**src/rtl/data_sram_like_bridge_pkg.sv**
```systemverilog
// Shared definitions for the data-side sram-like bridge and its helpers.
// Holds the FSM state encoding and the bus transfer size codes.
package data_sram_like_bridge_pkg;

  typedef enum logic [1:0] {
    IDLE = 2'd0,
    ADDR = 2'd1,
    DATA = 2'd2,
    DONE = 2'd3
  } bridgeState_e;

  localparam logic [1:0] SZ_BYTE = 2'd0;
  localparam logic [1:0] SZ_HALF = 2'd1;
  localparam logic [1:0] SZ_WORD = 2'd2;

endpackage

```
**src/rtl/data_sram_like_bridge_if.sv**
```systemverilog
// Sram-like bus between the bridge (master) and the SoC data bus (slave).
interface data_sram_like_bridge_if #(
  parameter int ADDR_W = 32
);

  logic              req;
  logic              wr;
  logic [1:0]        size;
  logic [ADDR_W-1:0] addr;
  logic [31:0]       wdata;
  logic              addr_ok;
  logic              data_ok;
  logic [31:0]       rdata;

  modport master (
    output req, wr, size, addr, wdata,
    input  addr_ok, data_ok, rdata
  );

  modport slave (
    input  req, wr, size, addr, wdata,
    output addr_ok, data_ok, rdata
  );

endinterface

```
**src/rtl/data_sram_like_bridge_wen_to_size.sv**
```systemverilog
// Maps byte-write enables to a bus size code and the matching byte address.
// Shared with the instruction-side bridge.
module wen_to_size
  import data_sram_like_bridge_pkg::*;
#(
  parameter int ADDR_W = 32
) (
  input  logic [3:0]        wen,
  input  logic [ADDR_W-1:0] cpuAddr,
  output logic [1:0]        size,
  output logic [ADDR_W-1:0] alignedAddr
);

  logic [1:0] offset;
  logic       unusedLowBits;

  // The enables alone decide the low address bits; unmapped patterns go out as aligned words.
  always_comb begin
    size   = SZ_WORD;
    offset = 2'd0;
    case (wen)
      4'b0001: begin size = SZ_BYTE; offset = 2'd0; end
      4'b0010: begin size = SZ_BYTE; offset = 2'd1; end
      4'b0100: begin size = SZ_BYTE; offset = 2'd2; end
      4'b1000: begin size = SZ_BYTE; offset = 2'd3; end
      4'b0011: begin size = SZ_HALF; offset = 2'd0; end
      4'b1100: begin size = SZ_HALF; offset = 2'd2; end
      default: begin size = SZ_WORD; offset = 2'd0; end
    endcase
  end

  assign alignedAddr   = {cpuAddr[ADDR_W-1:2], offset};
  assign unusedLowBits = ^cpuAddr[1:0];

endmodule

```
**src/rtl/data_sram_like_bridge.sv**
```systemverilog
// Turns the core's single-cycle SRAM-style data access into one sram-like
// req/addr_ok/data_ok transaction, stalling the pipeline until it completes.
module data_sram_like_bridge
  import data_sram_like_bridge_pkg::*;
#(
  parameter int ADDR_W    = 32,
  parameter int READ_SIZE = 2
) (
  input  logic                    clk,
  input  logic                    rst,
  input  logic                    cpu_en,
  input  logic [3:0]              cpu_wen,
  input  logic [ADDR_W-1:0]       cpu_addr,
  input  logic [31:0]             cpu_wdata,
  input  logic                    cpu_hold,
  output logic [31:0]             cpu_rdata,
  output logic                    cpu_stall,
  data_sram_like_bridge_if.master bus
);

  localparam logic [1:0] RD_SZ = 2'(READ_SIZE);

  bridgeState_e      state, nextState;
  logic              wrReg;
  logic [1:0]        sizeReg;
  logic [ADDR_W-1:0] addrReg;
  logic [31:0]       wdataReg;
  logic [31:0]       rdBuf;
  logic [1:0]        mapSize;
  logic [ADDR_W-1:0] mapAddr;
  logic              isWrite;

  wen_to_size #(.ADDR_W(ADDR_W)) uWenToSize (
    .wen         (cpu_wen),
    .cpuAddr     (cpu_addr),
    .size        (mapSize),
    .alignedAddr (mapAddr)
  );

  assign isWrite = |cpu_wen;

  always_ff @(posedge clk) begin
    if (rst) begin
      state <= IDLE;
    end else begin
      state <= nextState;
    end
  end

  // Request fields are frozen at the start so the bus sees them stable until the handshake.
  always_ff @(posedge clk) begin
    if (rst) begin
      wrReg    <= 1'b0;
      sizeReg  <= 2'd0;
      addrReg  <= '0;
      wdataReg <= 32'd0;
      rdBuf    <= 32'd0;
    end else begin
      if (state == IDLE && cpu_en) begin
        wrReg    <= isWrite;
        sizeReg  <= isWrite ? mapSize : RD_SZ;
        addrReg  <= isWrite ? mapAddr : {cpu_addr[ADDR_W-1:2], 2'b00};
        wdataReg <= cpu_wdata;
      end
      if (state == DATA && bus.data_ok) begin
        rdBuf <= bus.rdata;
      end
    end
  end

  // DONE ignores cpu_en so a finished access is not reissued while another stage freezes the pipe.
  always_comb begin
    nextState = state;
    bus.req   = 1'b0;
    cpu_stall = 1'b0;
    cpu_rdata = rdBuf;
    case (state)
      IDLE: begin
        cpu_stall = cpu_en;
        if (cpu_en) nextState = ADDR;
      end
      ADDR: begin
        bus.req   = 1'b1;
        cpu_stall = 1'b1;
        if (bus.addr_ok) nextState = DATA;
      end
      DATA: begin
        if (bus.data_ok) begin
          cpu_rdata = bus.rdata;
          nextState = cpu_hold ? DONE : IDLE;
        end else begin
          cpu_stall = 1'b1;
        end
      end
      DONE: begin
        if (!cpu_hold) nextState = IDLE;
      end
      default: nextState = IDLE;
    endcase
  end

  assign bus.wr    = wrReg;
  assign bus.size  = sizeReg;
  assign bus.addr  = addrReg;
  assign bus.wdata = wdataReg;

endmodule

```
**src/flat_wrapper.sv**
```systemverilog
// flat-port wrapper written by rule: the top's interface ports become plain ports
module data_sram_like_bridge_flat import data_sram_like_bridge_pkg::*;
#(
  parameter int ADDR_W    = 32,
  parameter int READ_SIZE = 2
)
  (clk, rst, cpu_en, cpu_wen, cpu_addr, cpu_wdata, cpu_hold, cpu_rdata, cpu_stall, bus_req, bus_wr, bus_size, bus_addr, bus_wdata, bus_addr_ok, bus_data_ok, bus_rdata);
  data_sram_like_bridge_if #(.ADDR_W(ADDR_W)) bus_i ();
  input  logic clk;
  input  logic rst;
  input  logic cpu_en;
  input  logic [3:0] cpu_wen;
  input  logic [ADDR_W-1:0] cpu_addr;
  input  logic [31:0] cpu_wdata;
  input  logic cpu_hold;
  output logic [31:0] cpu_rdata;
  output logic cpu_stall;
  output wire logic [$bits(bus_i.req)-1:0] bus_req;
  output wire logic [$bits(bus_i.wr)-1:0] bus_wr;
  output wire logic [$bits(bus_i.size)-1:0] bus_size;
  output wire logic [$bits(bus_i.addr)-1:0] bus_addr;
  output wire logic [$bits(bus_i.wdata)-1:0] bus_wdata;
  input wire logic [$bits(bus_i.addr_ok)-1:0] bus_addr_ok;
  input wire logic [$bits(bus_i.data_ok)-1:0] bus_data_ok;
  input wire logic [$bits(bus_i.rdata)-1:0] bus_rdata;
  assign bus_req = bus_i.req;
  assign bus_wr = bus_i.wr;
  assign bus_size = bus_i.size;
  assign bus_addr = bus_i.addr;
  assign bus_wdata = bus_i.wdata;
  assign bus_i.addr_ok = bus_addr_ok;
  assign bus_i.data_ok = bus_data_ok;
  assign bus_i.rdata = bus_rdata;
  data_sram_like_bridge #(.ADDR_W(ADDR_W), .READ_SIZE(READ_SIZE)) u_core (.clk(clk), .rst(rst), .cpu_en(cpu_en), .cpu_wen(cpu_wen), .cpu_addr(cpu_addr), .cpu_wdata(cpu_wdata), .cpu_hold(cpu_hold), .cpu_rdata(cpu_rdata), .cpu_stall(cpu_stall), .bus(bus_i));
endmodule
```
**config.mk**
```make
export PLATFORM = sky130hd
export DESIGN_NAME = data_sram_like_bridge_flat
export DESIGN_NICKNAME = d
export VERILOG_FILES = /design/src/rtl/data_sram_like_bridge_pkg.sv /design/src/rtl/data_sram_like_bridge_if.sv /design/src/rtl/data_sram_like_bridge_wen_to_size.sv /design/src/rtl/data_sram_like_bridge.sv /design/src/flat_wrapper.sv
export SDC_FILE = /design/constraint.sdc
export NUM_CORES = 1
export LEC_CHECK = 0
export ABC_AREA = 1
export CORE_UTILIZATION = 38
export CTS_BUF_LIST = sky130_fd_sc_hd__clkbuf_4 sky130_fd_sc_hd__clkbuf_8
export CTS_CLUSTER_DIAMETER = 40
export DETAILED_ROUTE_END_ITERATION = 6
export GPL_ROUTABILITY_DRIVEN = 0
export GPL_TIMING_DRIVEN = 1
export PLACE_DENSITY = 0.78
export SLEW_MARGIN = 40
export SYNTH_ARGS = -nofsm -noshare
export SYNTH_HDL_FRONTEND = slang
export SYNTH_SLANG_ARGS = --single-unit
```
**constraint.sdc**
```tcl
create_clock -name clk -period 1.18 [get_ports clk]
set_input_delay 0.118 -clock clk [delete_from_list [all_inputs] [get_ports clk]]
set_output_delay 0.118 -clock clk [all_outputs]
set_load 0.02 [all_outputs]
```
==> summary.md, run 1 <==
| Metric | Value |
|---|---|
| Max-cap viol count | `0` |
| Initial antenna violation count | `0` |
| Post-Syn Instances | `570` |
| Largest net degree at the start of global routing | `66` |
| #FFs+latches synth | `101` |
| VDD IR max | `0.00145 V` |
| Fin crit period | `1.70 ns` |
| Dominant cells by area after synthesis | `dfxtp_1, nor2_1, inv_1` |
| Worst Path Required | `1.06 ns` |
| Starting DRT DRC Count | `238` |
| Die ar. | `0.0118 mm2` |
| Final wirelength | `19.2 mm` |
| Library cells used by synthesis | `23` |
| Crit path cell chain | `inv_4 -> nand3_4 -> buf_12 -> buf_12 -> nand2_4 -> inv_4 -> a21oi_4 -> buf_6` |
| Die width | `109 um` |
| Final hold vios | `0` |
| Clock Pin Slew Worst Setup and Hold Paths | `0.10 ns` |
| Starting Density | `39.4%` |
| Fin crit share | `144%` |
| YS warnings | `0` |
| HP Class | `primary input to flop` |
| Post-synth top area share | `46.7%` |
| Final WS setup | `-0.519 ns` |
| Most common cell in the netlist | `nor2_1` |
| Die height | `109 um` |
| Max transition margin | `73.8%` |
| Critical Path AT | `1.58 ns` |
| Post-synth EDFFs | `0` |
| Post-DP HPWL | `9.45 mm` |
| ANT cells | `0` |
| Total area of sequential cells | `0.00203 mm2` |
| Lkg Pwr | `4.06 nW` |
| NumNets Final | `1016` |
| IO buf count | `204` |
| Kind of capture point of the worst setup path | `primary output` |
| Core area | `0.0110 mm2` |
| Pwr dens | `2210 mW/mm2` |
| Async S/R FF share, synth | `0%` |
| Worst-Margin Slew | `0.393 ns` |
| Sequential share of the synthesized area | `46.7%` |
| Post-DRT Antenna Nets | `0` |
| Failing checks | `negative setup slack` |
| GRT Residual Overflow | `0` |
| Slowest cell on crit path | `dfxtp_2` |
| Clock skew | `0.00837 ns` |
| Avg WL per Cell | `18.2 um` |
| Global-route wire length before repair | `23.9 mm` |
| Util after Layout | `83.4%` |
| TritonCTS Sinks | `101` |
| Vias in the first global route | `5038` |
| Fillers | `592` |
| IO Pins | `207` |
| GRT Total Usage | `26.4%` |
| Hold_buf cts | `0` |
| Crit path max fanout | `5` |
| Final setup viols | `135` |
| Status | `finished with violations` |
| Site row count | `38` |
| Share of post-route cells with drive strength above 1 | `54.2%` |
| TNS Setup | `-40.80 ns` |
| Synth Area per Inst | `7.59 um2` |
| FMAX | `588 MHz` |
| Critical path class | `flop to primary output` |
| Top cells by count, synth | `nor2_1, inv_1, dfxtp_1, nand2_1, o21ai_0` |
| Synth-to-layout area growth | `112%` |
| Via Count | `5271` |
| Family with the most delay on the worst path | `buffers and inverters` |
| Largest area contributor in the netlist | `dfxtp_1` |
| Startpoint type of the worst setup path | `flop` |
| Syn_nets | `676` |
| Total Power | `20.2 mW` |
| Worst Path Buf+Inv | `5` |
| Slowest Stage Delay on Critical Path | `0.35 ns` |
| Synth Flop Type | `dfxtp_1` |
| Htree depth | `3` |
| Max Slew Vio Count | `0` |
| DRC | `0` |
| TritonCTS clock tree | `built` |
| Clock root cell | `clkbuf_8` |
| First-pass DRT Iterations | `5` |
| RSZ-0062 raised after global routing | `true` |
| Vias per inst | `5.00` |
| Num CTS Buffers | `9` |
| Clk_lat worst skew | `0.37 ns` |
| Bufs on Longest Clock Path | `2` |
| Multi-input gate area | `0.00250 mm2` |
| Post-Syn Area | `0.00433 mm2` |
[repair_timing]
item / in CTS / in global routing
pin swaps: 20 / 76
setup endpoints to repair: 200 / 190
cloned: 15 / 10
gates resized for setup: 439 / 317
buffers inserted: 35 / 33
[sequential cells by signal, indices dropped and copies added (netlist names)]
| signal | flops |
|---|---|
| u_core.bus.addr | 32 |
| u_core.bus.size | 2 |
| u_core.bus.wdata | 32 |
| u_core.bus.wr | 1 |
| u_core.rdBuf | 32 |
| u_core.state | 2 |
[kinds of logic after synthesis]
family	synth area share, %
simple gates	17.3
xor+xnor	0.202
compound gates	20.9
buf+inv	14.8
flops	46.7
[path summary, 6_finish.rpt]
path / startpoint / endpoint / slack (ns) / cells past startpoint
max: u_core.state[0] / cpu_rdata[2] / -0.52 / 8
min: rst / u_core.bus.wr / 0.21 / 3
max reg2reg: u_core.state[0] / u_core.rdBuf[0] / -0.45 / 11
min reg2reg: u_core.bus.addr[0] / u_core.bus.addr[0] / 0.49 / 2
[stage by stage]
| stage | cells | cell area, um2 | worst slack, ns | hold WS, ns |
|---|---|---|---|---|
| after CTS | 1028 | 8390 | -0.495 | 0.194 |
| after detailed placement | 969 | 7230 | -0.861 | 0.458 |
| after global placement | 969 | 7230 | -0.795 | 0.454 |
| after floorplan | 570 | 4490 | -0.0467 | 0.263 |
| after global routing | 1055 | 9160 | -0.579 | 0.212 |
| final | 1055 | 9160 | -0.519 | 0.211 |
[power breakdown]
part | internal (mW) | switching [mW]
Combinational | 6.38 | 6.60
Clock | 1.10 | 1.23
Sequential | 4.29 | 0.605
[tightest hold or removal path: stages]
cell and delay [ns]:
buf_2 0.12, buf_12 0.26, a21oi_2 0.04
[layer usage]
metal,part of all wire [%],track usage [%]
met5,0,0
met4,4.8,10.0
met3,7.9,9.44
met2,53,49.1
met1,34,26.9
[final cells by class]
class | instances | share of cell area [%]
repair buffers | 362 | 40.9
clock buffers | 11 | 1.65
clock inverters | 5 | 0.642
inverters | 108 | 5.26
repair inverters | 1 | 0.178
multi-input cells | 327 | 27.3
flip-flops and latches | 101 | 22.2
well taps | 140 | 1.91
[cell usage in the layout, fill, tap and decap left out, types with 3 or more instances in the layout]
cell             Yosys  routed
clkdlybuf4s50_1      0     102
dfxtp_1            101      97
nor2_1             134      90
buf_4                3      86
inv_1              104      77
buf_6               10      60
clkbuf_2             0      51
o21ai_2              0      38
a211oi_2            28      31
nor2_2               0      27
a21oi_2              0      25
nand2_4              1      21
nor2_4               1      18
buf_12               0      18
inv_4                1      14
o21ai_1             24      14
inv_2                3      13
nand2_1             43      13
o21ai_0             43      12
clkbuf_8             0      11
buf_16               0      11
a21oi_4              0      10
buf_8                0      10
nand2_2              0       9
clkbuf_16            0       7
clkdlybuf4s15_2      0       7
clkdlybuf4s15_1      0       6
nand3_4              1       4
buf_2               13       4
o21ai_4              0       3
nand3_2              0       3
nand3_1              8       3
dfxtp_2              0       3
No activity file was read; power rests on OpenSTA's default activity.
==> inputs of run 2 (changes only) <==
--- a/config.mk
+++ b/config.mk
@@ -13,6 +13,7 @@
 export GPL_ROUTABILITY_DRIVEN = 0
 export GPL_TIMING_DRIVEN = 1
 export PLACE_DENSITY = 0.78
+export REMOVE_ABC_BUFFERS = 1
 export SLEW_MARGIN = 40
 export SYNTH_ARGS = -nofsm -noshare
 export SYNTH_HDL_FRONTEND = slang
==> run 2 against run 1 <==
The flow still finishes with violations (negative setup slack). Cell count fell by 2.1%. Global-route usage increased by 2.7 points. Final area decreased by 5.1%. First-iteration DRC count increased by 49%. Clock skew up 0.00062 ns. Critical endpoint is now cpu_rdata[19]. Largest power group unchanged.
==> summary.md, run 2 (synthesized netlist as in run 1, its figures left out) <==
| Metric | Value |
|---|---|
| Lkg Pwr | `3.88 nW (-4.6%)` |
| Slowest Stage Delay on Critical Path | `0.60 ns (+0.25 ns)` |
| Crit path max fanout | `5 (unchanged)` |
| Worst reg2reg path depth | `9 (-2)` |
| Reg2reg start | `u_core.state[1]` |
| RSZ-0062 raised after global routing | `true` |
| HP Class | `primary input to flop` |
| Clock skew | `0.00898 ns (+0.000615 ns)` |
| Comb pwr share | `63.9% (-0.3 points)` |
| Global-route wire length before repair | `26.3 mm (+10%)` |
| Critical Path AT | `1.71 ns (+0.13 ns)` |
| Via Count | `5321 (+0.95%)` |
| Startpoint type of the worst setup path | `primary input` |
| Site row count | `38 (unchanged)` |
| Pwr dens | `2190 mW/mm2 (-0.64%)` |
| Post-DRT Antenna Nets | `0 (unchanged)` |
| Starting Density | `39.4% (unchanged)` |
| Failing checks | `negative setup slack` |
| Most common cell after layout, fill and taps aside | `clkdlybuf4s50_1` |
| Final WS setup | `-0.649 ns (-0.130 ns)` |
| Max transition margin | `76.2% (+2.4 points)` |
| Die ar. | `0.0118 mm2 (unchanged)` |
| Htree depth | `3 (unchanged)` |
| IO buf count | `204 (unchanged)` |
| Post-DP HPWL | `9.43 mm (-0.15%)` |
| NumNets Final | `994 (-2.2%)` |
| Max-cap viol count | `0 (unchanged)` |
| Family with the most delay on the worst path | `buffers and inverters` |
| Initial antenna violation count | `0 (unchanged)` |
| Largest net degree at the start of global routing | `66 (unchanged)` |
| TritonCTS Sinks | `101 (unchanged)` |
| VDD IR max | `0.00122 V (-16%)` |
| Die height | `109 um (unchanged)` |
| Final wirelength | `20.1 mm (+4.9%)` |
| Slowest cell on crit path | `clkdlybuf4s50_1` |
| GRT Total Usage | `29.2% (+2.7 points)` |
| R2R setup slack | `-0.42 ns (+0.03 ns)` |
| First-pass DRT Iterations | `4 (-1)` |
| DRC | `0 (unchanged)` |
| Core area | `0.0110 mm2 (unchanged)` |
| Switch share | `42.7% (+0.98 points)` |
| Finished Cell Area | `0.00870 mm2 (-5.1%)` |
| Clock Pin Slew Worst Setup and Hold Paths | `0.10 ns (about the same)` |
| Worst Path Required | `1.06 ns (about the same)` |
| Share of post-route cells with drive strength above 1 | `52.0% (-2.2 points)` |
| Hold_buf cts | `0 (unchanged)` |
| Final setup viols | `135 (unchanged)` |
| Clk_lat worst skew | `0.36 ns (about the same)` |
| Pre-CTS setup slack | `-0.935 ns (-0.0737 ns)` |
| Clock Power Share | `10.6% (-0.9 points)` |
| Clock root cell | `clkbuf_8` |
| FMAX | `547 MHz (-7.1%)` |
| Net Sw Power | `8.14 mW (-3.5%)` |
| Critical path class | `primary input to primary output` |
| Critical R2R Capture | `u_core.bus.addr[11]` |
| Part of the power in registers | `25.4% (+1.1 points)` |
| Final hold vios | `0 (unchanged)` |
| Fin crit period | `1.83 ns (+0.130 ns)` |
| Kind of capture point of the worst setup path | `primary output` |
| Placed cell area | `0.00702 mm2 (-2.9%)` |
| Pint | `10.9 mW (-7.2%)` |
| Max Slew Vio Count | `0 (unchanged)` |
| Starting DRT DRC Count | `355 (+49%)` |
| Status | `finished with violations` |
| Avg WL per Cell | `19.5 um (+7.2%)` |
| IO Pins | `207 (unchanged)` |
| Worst-Margin Slew | `0.357 ns (-0.0363 ns)` |
| Hold path startpoint | `rst` |
| Num CTS Buffers | `9 (unchanged)` |
| Synth-to-layout area growth | `101%` |
| Fin crit share | `155% (+11 points)` |
| Hold EP | `u_core.bus.addr[0]` |
| Crit path cell chain | `clkdlybuf4s50_1 -> nand3_4 -> buf_12 -> buf_16 -> nand2_4 -> inv_4 -> a21oi_4 -> buf_6` |
| Most frequent cells in the layout | `clkdlybuf4s50_1, dfxtp_1, buf_4` |
| GRT Residual Overflow | `0 (unchanged)` |
| ANT cells | `0 (unchanged)` |
| Worst Path Buf+Inv | `5 (unchanged)` |
| Vias per inst | `5.15 (+3.1%)` |
| Bufs on Longest Clock Path | `2 (unchanged)` |
| Hold Crit Depth | `3 (unchanged)` |
| TritonCTS clock tree | `built` |
| Die width | `109 um (unchanged)` |
| Vias in the first global route | `5335 (+5.9%)` |
## run 2: repair_timing
item | CTS | global route
endpoints found under the hold margin | 0 | 0
cloned | 18 | 4
endpoints found under the setup margin | 200 | 199
resized for setup | 519 | 216
buffers inserted | 37 | 19
pin swaps | 43 | 53
## run 2: through the flow
stage	hold WS [ns]	util (%)	std cells	total power, mW	TNS, ns
final	0.231	79.2	1033	19.1	-45.94
after global placement	0.457	63.9	963	12.4	-58.08
after global routing	0.225	79.2	1033	20.0	-53.88
after detailed placement	0.465	63.9	963	12.7	-60.34
after floorplan	0.187	-	535	8.47	-59.72
after CTS	0.195	76.9	1025	17.5	-40.80
## run 2: worst register-to-register path, delay by kind of cell (launching register included)
| kind | cells | cell delay (ns) |
|---|---|---|
| and+or+nand+nor | 3 | 0.25 |
| AOI/OAI and AO/OA | 1 | 0.22 |
| DFF | 1 | 0.37 |
| buffers and inverters | 5 | 0.65 |
## run 2: worst max path at each step
stage | to | startpoint | cells past startpoint | slack (ns)
final | cpu_rdata[19] | bus_data_ok | 8 | -0.65
after floorplan | u_core.bus.size[1] | u_core.state[1] | 6 | -0.69
after detailed placement | cpu_rdata[17] | bus_data_ok | 7 | -0.94
after global placement | cpu_rdata[12] | bus_data_ok | 7 | -0.86
after CTS | cpu_rdata[17] | u_core.state[0] | 8 | -0.51
after global routing | cpu_rdata[19] | u_core.state[0] | 8 | -0.70
## run 2: power groups by stage
stage                     clock network [mW]  registers, mW  logic, mW
final                                   2.03           4.84       12.2
after global routing                    2.19           4.93       12.8
after CTS                               2.04           4.72       10.8
after detailed placement                   0           4.74       7.93
after global placement                     0           4.69       7.74
after floorplan                            0           5.50       2.97
## run 2: layout make-up
cell class | instances | area (um2)
well taps | 140 | 175
flip-flops and latches | 101 | 2030
fillers | 609 | 2280
multi-input cells | 327 | 2400
repair buffers | 341 | 3470
inverters | 108 | 450
clock buffers | 12 | 146
clock inverters | 4 | 25.0
## run 2: per-layer routing
layer	vias up	routed length, um	global-route usage (%)
met4	0	962	12.5
met5	-	0	0
met3	92	1970	9.74
met1	2513	7170	30.4
li1	2413	-	-
met2	303	9990	53.1
